## config.mk

```make
export PLATFORM = sky130hd
export DESIGN_NAME = bin_to_bcd_seq
export DESIGN_NICKNAME = d
export VERILOG_FILES = /design/src/rtl/bin_to_bcd_seq.sv
export SDC_FILE = /design/constraint.sdc
export NUM_CORES = 1
export LEC_CHECK = 0
export BUFFER_PORTS_ARGS = -buffer_cell sky130_fd_sc_hd__buf_2
export CAP_MARGIN = 20
export CORE_ASPECT_RATIO = 0.6
export CORE_MARGIN = 3
export CORE_UTILIZATION = 45
export CTS_CLUSTER_DIAMETER = 50
export DETAILED_ROUTE_END_ITERATION = 10
export PLACE_DENSITY = 0.65
export SYNTH_ARGS = -nofsm -noshare
export SYNTH_HDL_FRONTEND = slang
export SYNTH_SLANG_ARGS = --single-unit
export TNS_END_PERCENT = 5
```

## constraint.sdc

```tcl
create_clock -name clk -period 4.35 [get_ports clk]
set_input_delay 0 -clock clk [delete_from_list [all_inputs] [get_ports clk]]
set_output_delay 0 -clock clk [all_outputs]
set_load 0.03 [all_outputs]
```

## src/rtl/bin_to_bcd_seq.sv

```systemverilog
// -----------------------------------------------------------------------------
// bin_to_bcd_seq
//   Sequential binary-to-BCD converter using shift-and-add-3 (double dabble).
//   One conversion step per clock. The result and its leading-zero flags are
//   registered on the done edge and held until the next conversion finishes,
//   so downstream 7-segment decoders never see intermediate digits.
//
// Parameters
//   IN_W    width of the unsigned binary input
//   DIGITS  number of BCD digits produced; 10**DIGITS must exceed 2**IN_W-1
//
// Ports
//   clk    in   1          system clock, rising edge
//   rst    in   1          synchronous reset, active-high
//   start  in   1          conversion request, accepted only when idle
//   bin    in   IN_W       value to convert, captured on the accepting edge
//   busy   out  1          conversion in progress
//   done   out  1          one-cycle pulse, bcd/blank updated on the same edge
//   bcd    out  4*DIGITS   packed BCD, digit k in bcd[4k+3:4k], digit 0 = ones
//   blank  out  DIGITS     1 = leading-zero digit, blank[0] always 0
// -----------------------------------------------------------------------------
module bin_to_bcd_seq #(
    parameter int IN_W   = 8,
    parameter int DIGITS = 3
) (
    input  logic                  clk,
    input  logic                  rst,
    input  logic                  start,
    input  logic [IN_W-1:0]       bin,
    output logic                  busy,
    output logic                  done,
    output logic [4*DIGITS-1:0]   bcd,
    output logic [DIGITS-1:0]     blank
);

    localparam int CNT_W = $clog2(IN_W + 1);

    localparam logic [0:0] S_IDLE = 1'b0;
    localparam logic [0:0] S_CONV = 1'b1;

    localparam logic [CNT_W-1:0]  LAST_STEP = CNT_W'(IN_W - 1);
    localparam logic [DIGITS-1:0] BLANK_RST = ~DIGITS'(1);

    function automatic longint pow10(input int n);
        longint p;
        p = 1;
        for (int i = 0; i < n; i++) p = p * 10;
        return p;
    endfunction

    localparam longint MAX_BIN = (longint'(1) << IN_W) - 1;

    generate
        if (pow10(DIGITS) <= MAX_BIN) begin : g_digits_too_few
            $error("bin_to_bcd_seq: DIGITS too small to represent 2**IN_W-1");
        end
    endgenerate

    // Leading-zero flags: digit k (k>=1) is blank when it and every higher
    // digit are zero. The ones digit always shows.
    function automatic logic [DIGITS-1:0] blank_of(input logic [4*DIGITS-1:0] d);
        logic [DIGITS-1:0] b;
        logic              z;
        b = '0;
        z = 1'b1;
        for (int k = DIGITS - 1; k >= 1; k--) begin
            z    = z & (d[4*k +: 4] == 4'd0);
            b[k] = z;
        end
        return b;
    endfunction

    logic [0:0]             r_state;
    logic                   r_busy;
    logic                   r_done;
    logic [4*DIGITS-1:0]    r_bcd;
    logic [DIGITS-1:0]      r_blank;
    logic [IN_W-1:0]        r_shift;
    logic [4*DIGITS-1:0]    r_scratch;
    logic [CNT_W-1:0]       r_cnt;

    logic [4*DIGITS-1:0]      w_adj;
    logic [4*DIGITS+IN_W-1:0] w_cat;
    logic [4*DIGITS-1:0]      w_scratch_nxt;
    logic [IN_W-1:0]          w_shift_nxt;

    // Add 3 to any digit >= 5 so that the following doubling carries
    // correctly into the next decimal digit; digits therefore stay <= 9.
    always_comb begin
        w_adj = r_scratch;
        for (int k = 0; k < DIGITS; k++) begin
            if (r_scratch[4*k +: 4] >= 4'd5)
                w_adj[4*k +: 4] = r_scratch[4*k +: 4] + 4'd3;
        end
    end

    assign w_cat         = {w_adj, r_shift} << 1;
    assign w_scratch_nxt = w_cat[4*DIGITS+IN_W-1 -: 4*DIGITS];
    assign w_shift_nxt   = w_cat[IN_W-1:0];

    always_ff @(posedge clk) begin
        if (rst) begin
            r_state   <= S_IDLE;
            r_busy    <= 1'b0;
            r_done    <= 1'b0;
            r_bcd     <= '0;
            r_blank   <= BLANK_RST;
            r_shift   <= '0;
            r_scratch <= '0;
            r_cnt     <= '0;
        end else begin
            r_done <= 1'b0;
            case (r_state)
                S_IDLE: begin
                    if (start) begin
                        r_shift   <= bin;
                        r_scratch <= '0;
                        r_cnt     <= '0;
                        r_busy    <= 1'b1;
                        r_state   <= S_CONV;
                    end
                end
                S_CONV: begin
                    r_scratch <= w_scratch_nxt;
                    r_shift   <= w_shift_nxt;
                    r_cnt     <= r_cnt + CNT_W'(1);
                    // Final step publishes the freshly shifted scratch directly.
                    if (r_cnt == LAST_STEP) begin
                        r_bcd   <= w_scratch_nxt;
                        r_blank <= blank_of(w_scratch_nxt);
                        r_done  <= 1'b1;
                        r_busy  <= 1'b0;
                        r_state <= S_IDLE;
                    end
                end
                default: r_state <= S_IDLE;
            endcase
        end
    end

    assign busy  = r_busy;
    assign done  = r_done;
    assign bcd   = r_bcd;
    assign blank = r_blank;

endmodule
```

==> metrics.md <==
| Metric | Value |
|---|---|
| FF/Latch Area | `821 sq um` |
| Largest family of logic cells by synthesized area | `simple AND/OR/NAND/NOR gates` |
| Number of port buffers | `26` |
| CORE AREA | `3890 sq um` |
| Dpl cell area | `2060 sq um` |
| CTS HTree Levels | `2` |
| Flop pwr share | `51.8%` |
| Drt via density | `approximately 5.1` |
| Max clock buf depth | `2` |
| Kind of critical path | `register to register` |
| Synthesized area per cell | `8.42 sq um` |
| ANT cells | `0` |
| Final max-slew violation count | `0` |
| Post-route DRC | `0` |
| Placer Congestion | `0.845` |
| Switching Share | `~22%` |
| CTS tree | `built` |
| CP Cell Sequence | `ha_1 > and4b_1 > nor2_1 > a311oi_1` |
| Mapped Area | `1940 sq um` |
| Number of cell rows | `17` |
| Hold WC Path Type | `input pin to register` |
| Max cap viols | `0` |
| Endpoint class of the critical path | `register` |
| Post-synthesis sequential area ratio | `42.4%` |
| Vias in the first global route | `approximately 1,500` |
| Worst EP arrival | `1.93 ns` |
| Post-Syn Instances | `230` |
| Period utilisation layout | `between 30 and 40%` |
| Setup TNS | `0 ns` |
| Synth-to-Final Area Change | `12.9%` |
| Slowest cell on crit path | `and4b_1` |
| First-pass GRT wire length | `6870 microns` |
| Num ports | `28` |
| Synth Area in Adders | `4.52%` |
| Final wirelength | `3950 microns` |
| Worst R2R Setup Slack | `2.62 ns` |
| Clk Tree Root Cell | `clkbuf_8` |
| Synth warn | `0` |
| Final nets | `267` |
| Finished layout cell area | `approximately 2200 sq um` |
| DP Wirelength | `approximately 2700 microns` |
| RSZ-0062 raised after global routing | `no` |
| Xor/xnor share of the synthesized area | `1.36%` |
| Fmax | `roughly 0.58 GHz` |
| Area of the multi-input gates | `998 sq um` |
| Cell leakage power | `0.883 nW` |
| Worst clock skew | `0.00675 ns` |
| Post_cts resized | `0` |
| Hold_ws | `around 0.064 ns` |
| Logic pwr share | `6.2%` |
| #FFs+latches synth | `41` |
| Num CTS Buffers | `5` |
| WP data required | `4.55 ns` |
| Die height | `around 57 microns` |
| HP Start | `bin[6]` |
| Setup Viol. Count Final | `0` |
| Buf+Inv Stages, Crit Path | `0` |
| Routed len/inst | `12.9 microns` |
| Initial antenna violation count | `0` |
| Crit path max fanout | `18` |
| Synth Net Count | `248` |
| Crit start category | `register` |
| Max incr delay on CP | `0.68 ns` |
| Fill cells | `about 380` |
| Status | `completed` |
| Beginning of the critical path | `r_cnt[0]$_SDFFE_PP0P_` |
| Actual slew at the worst max-slew pin | `0.747 ns` |
| Pin count of the biggest net entering global routing | `42` |
| Die area | `5150 sq um` |
| Vias | `1,571` |
| Mux cell area share after synthesis | `7.24%` |
| Worst-skew pair later-pin latency | `0.29 ns` |
| CP top delay family | `simple AND/OR/NAND/NOR gates` |
| Die Width | `90.7 microns` |
| Share of cells above drive strength 1 | `18.4%` |
| DRT iter0 DRCs | `72` |
| Final hold vios | `0` |
| Routed Antenna Nets | `0` |
| Compound-gate portion of the synthesized area | `16.0%` |
| Maximum VDD drop | `0.178 mV` |
| Cell Pwr Density | `between 300 and 400 nW/um^2` |
| Simple-Gate Fraction of Synth Area | `22.2%` |
| Internal power | `roughly 590 uW` |
| # clock sinks | `41` |
| First drt pass iteration count | `4` |
| Clock power share | `42.0%` |
| Tmin final | `around 1.7 ns` |
| Total global-route track usage | `about 17%` |
| Total global routing overflow | `0` |
| Slew HR | `about half` |
| Initial Util | `49.7%` |
| Net Switching | `165 uW` |
| Yosys cell types | `34` |
| Clk slew on worst S/H paths | `0.07 ns` |
| Reg2reg start | `r_cnt[0]$_SDFFE_PP0P_` |
timing repair:
action | 4_1_cts | 5_1_grt
hold buffers | 1 | 0
endpoints found under the hold margin | 1 | 0
setup buffers | 0 | 0
cells by family after synthesis:
| logic type | after synthesis |
|---|---|
| buf+inv | 24 |
| xor+xnor | 3 |
| flops | 41 |
| other cells | 1 |
| compound gates | 51 |
| mux | 14 |
| fa+ha+maj | 7 |
| simple gates | 89 |
layout make-up:
type                       instances  area share (%)
multi-input combinational        165            45.7
timing repair buffer              28            6.76
tap                               57            3.26
inverter                           8            1.37
sequential                        41            37.6
clock inverter                     1            1.37
clock buffer                       7            3.95
registers in the layout, summed over array words and instances, names as in the netlist:
register	count
bcd	12
busy	1
blank	2
r_scratch	12
r_shift	8
r_state	1
done	1
r_cnt	4
cell usage after synthesis (all sizes together):
cell    instances  share of area (%)
nor3           11                3.1
a41oi           1               0.45
a311oi          1               0.45
and4b           1               0.52
inv             8                1.6
xnor2           3                1.4
buf            12                3.7
nand4b          1               0.45
conb            1               0.19
o21ai           6                1.9
ha              7                4.5
a21oi          37                 10
nand2b          5                1.7
a31oi           1               0.32
or3             1               0.32
nor2           34                6.6
nor3b           9                4.0
mux2i          14                7.2
clkbuf          4               0.78
dfxtp          41                 42
nand3           4                1.0
nand2          23                4.5
a211oi          4                2.1
o22a            1               0.45
worst paths after layout:
| path | to | cells past startpoint |
|---|---|---|
| setup / recovery | bcd[3]$_SDFFE_PP0P_ | 4 |
| hold / removal | r_shift[6]$_SDFFE_PP0P_ | 5 |
| setup reg to reg | bcd[3]$_SDFFE_PP0P_ | 4 |
| hold reg to reg | bcd[1]$_SDFFE_PP0P_ | 2 |
per-layer routing:
layer	GRT usage [%]	up-vias	wire, microns
met2	24.1	29	1630
met3	4.82	6	141
met4	6.54	0	55
met1	23.6	715	2120
met5	0	-	0
li1	-	821	-
cell usage in the layout (no fill, tap or decap), drive strengths merged:
cell type,Yosys,layout
nor3,11,11
nand4b,1,1
o22a,1,1
conb,1,1
bufinv,0,1
o21ai,6,6
nand3,4,4
and4b,1,1
xnor2,3,3
dfxtp,41,41
ha,7,7
nand2b,5,5
mux2i,14,14
dlygate4sd3,0,1
inv,8,8
a21oi,37,37
clkbuf,4,7
nor2,34,34
nand2,23,23
a31oi,1,1
or3,1,1
a41oi,1,1
nor3b,9,9
a311oi,1,1
buf,12,27
a211oi,4,4
through the flow:
stage               util, %  instances  total power, mW  setup WS [ns]
floorplan                 -        230            0.433           2.93
finish                 56.1        307            0.750           2.62
CTS                    56.1        307            0.759           2.61
global route           56.1        307            0.779           2.43
global placement       52.9        298            0.442           2.67
detailed placement     52.9        298            0.443           2.63
power by group through the flow:
| stage | Combinational (mW) | Clock, mW | Sequential, mW |
|---|---|---|---|
| after floorplan | 0.0372 | 0 | 0.396 |
| after global routing | 0.0521 | 0.338 | 0.389 |
| after global placement | 0.0454 | 0 | 0.397 |
| after CTS | 0.0465 | 0.325 | 0.388 |
| after detailed placement | 0.0455 | 0 | 0.397 |
| final | 0.0463 | 0.315 | 0.388 |
worst register-to-register path, cell delays in order (launching register included):
cell and delay [ns]:
dfxtp_1 0.39, ha_1 0.22, and4b_1 0.68, nor2_1 0.09, a311oi_1 0.25
No activity file was read; power rests on OpenSTA's default activity.
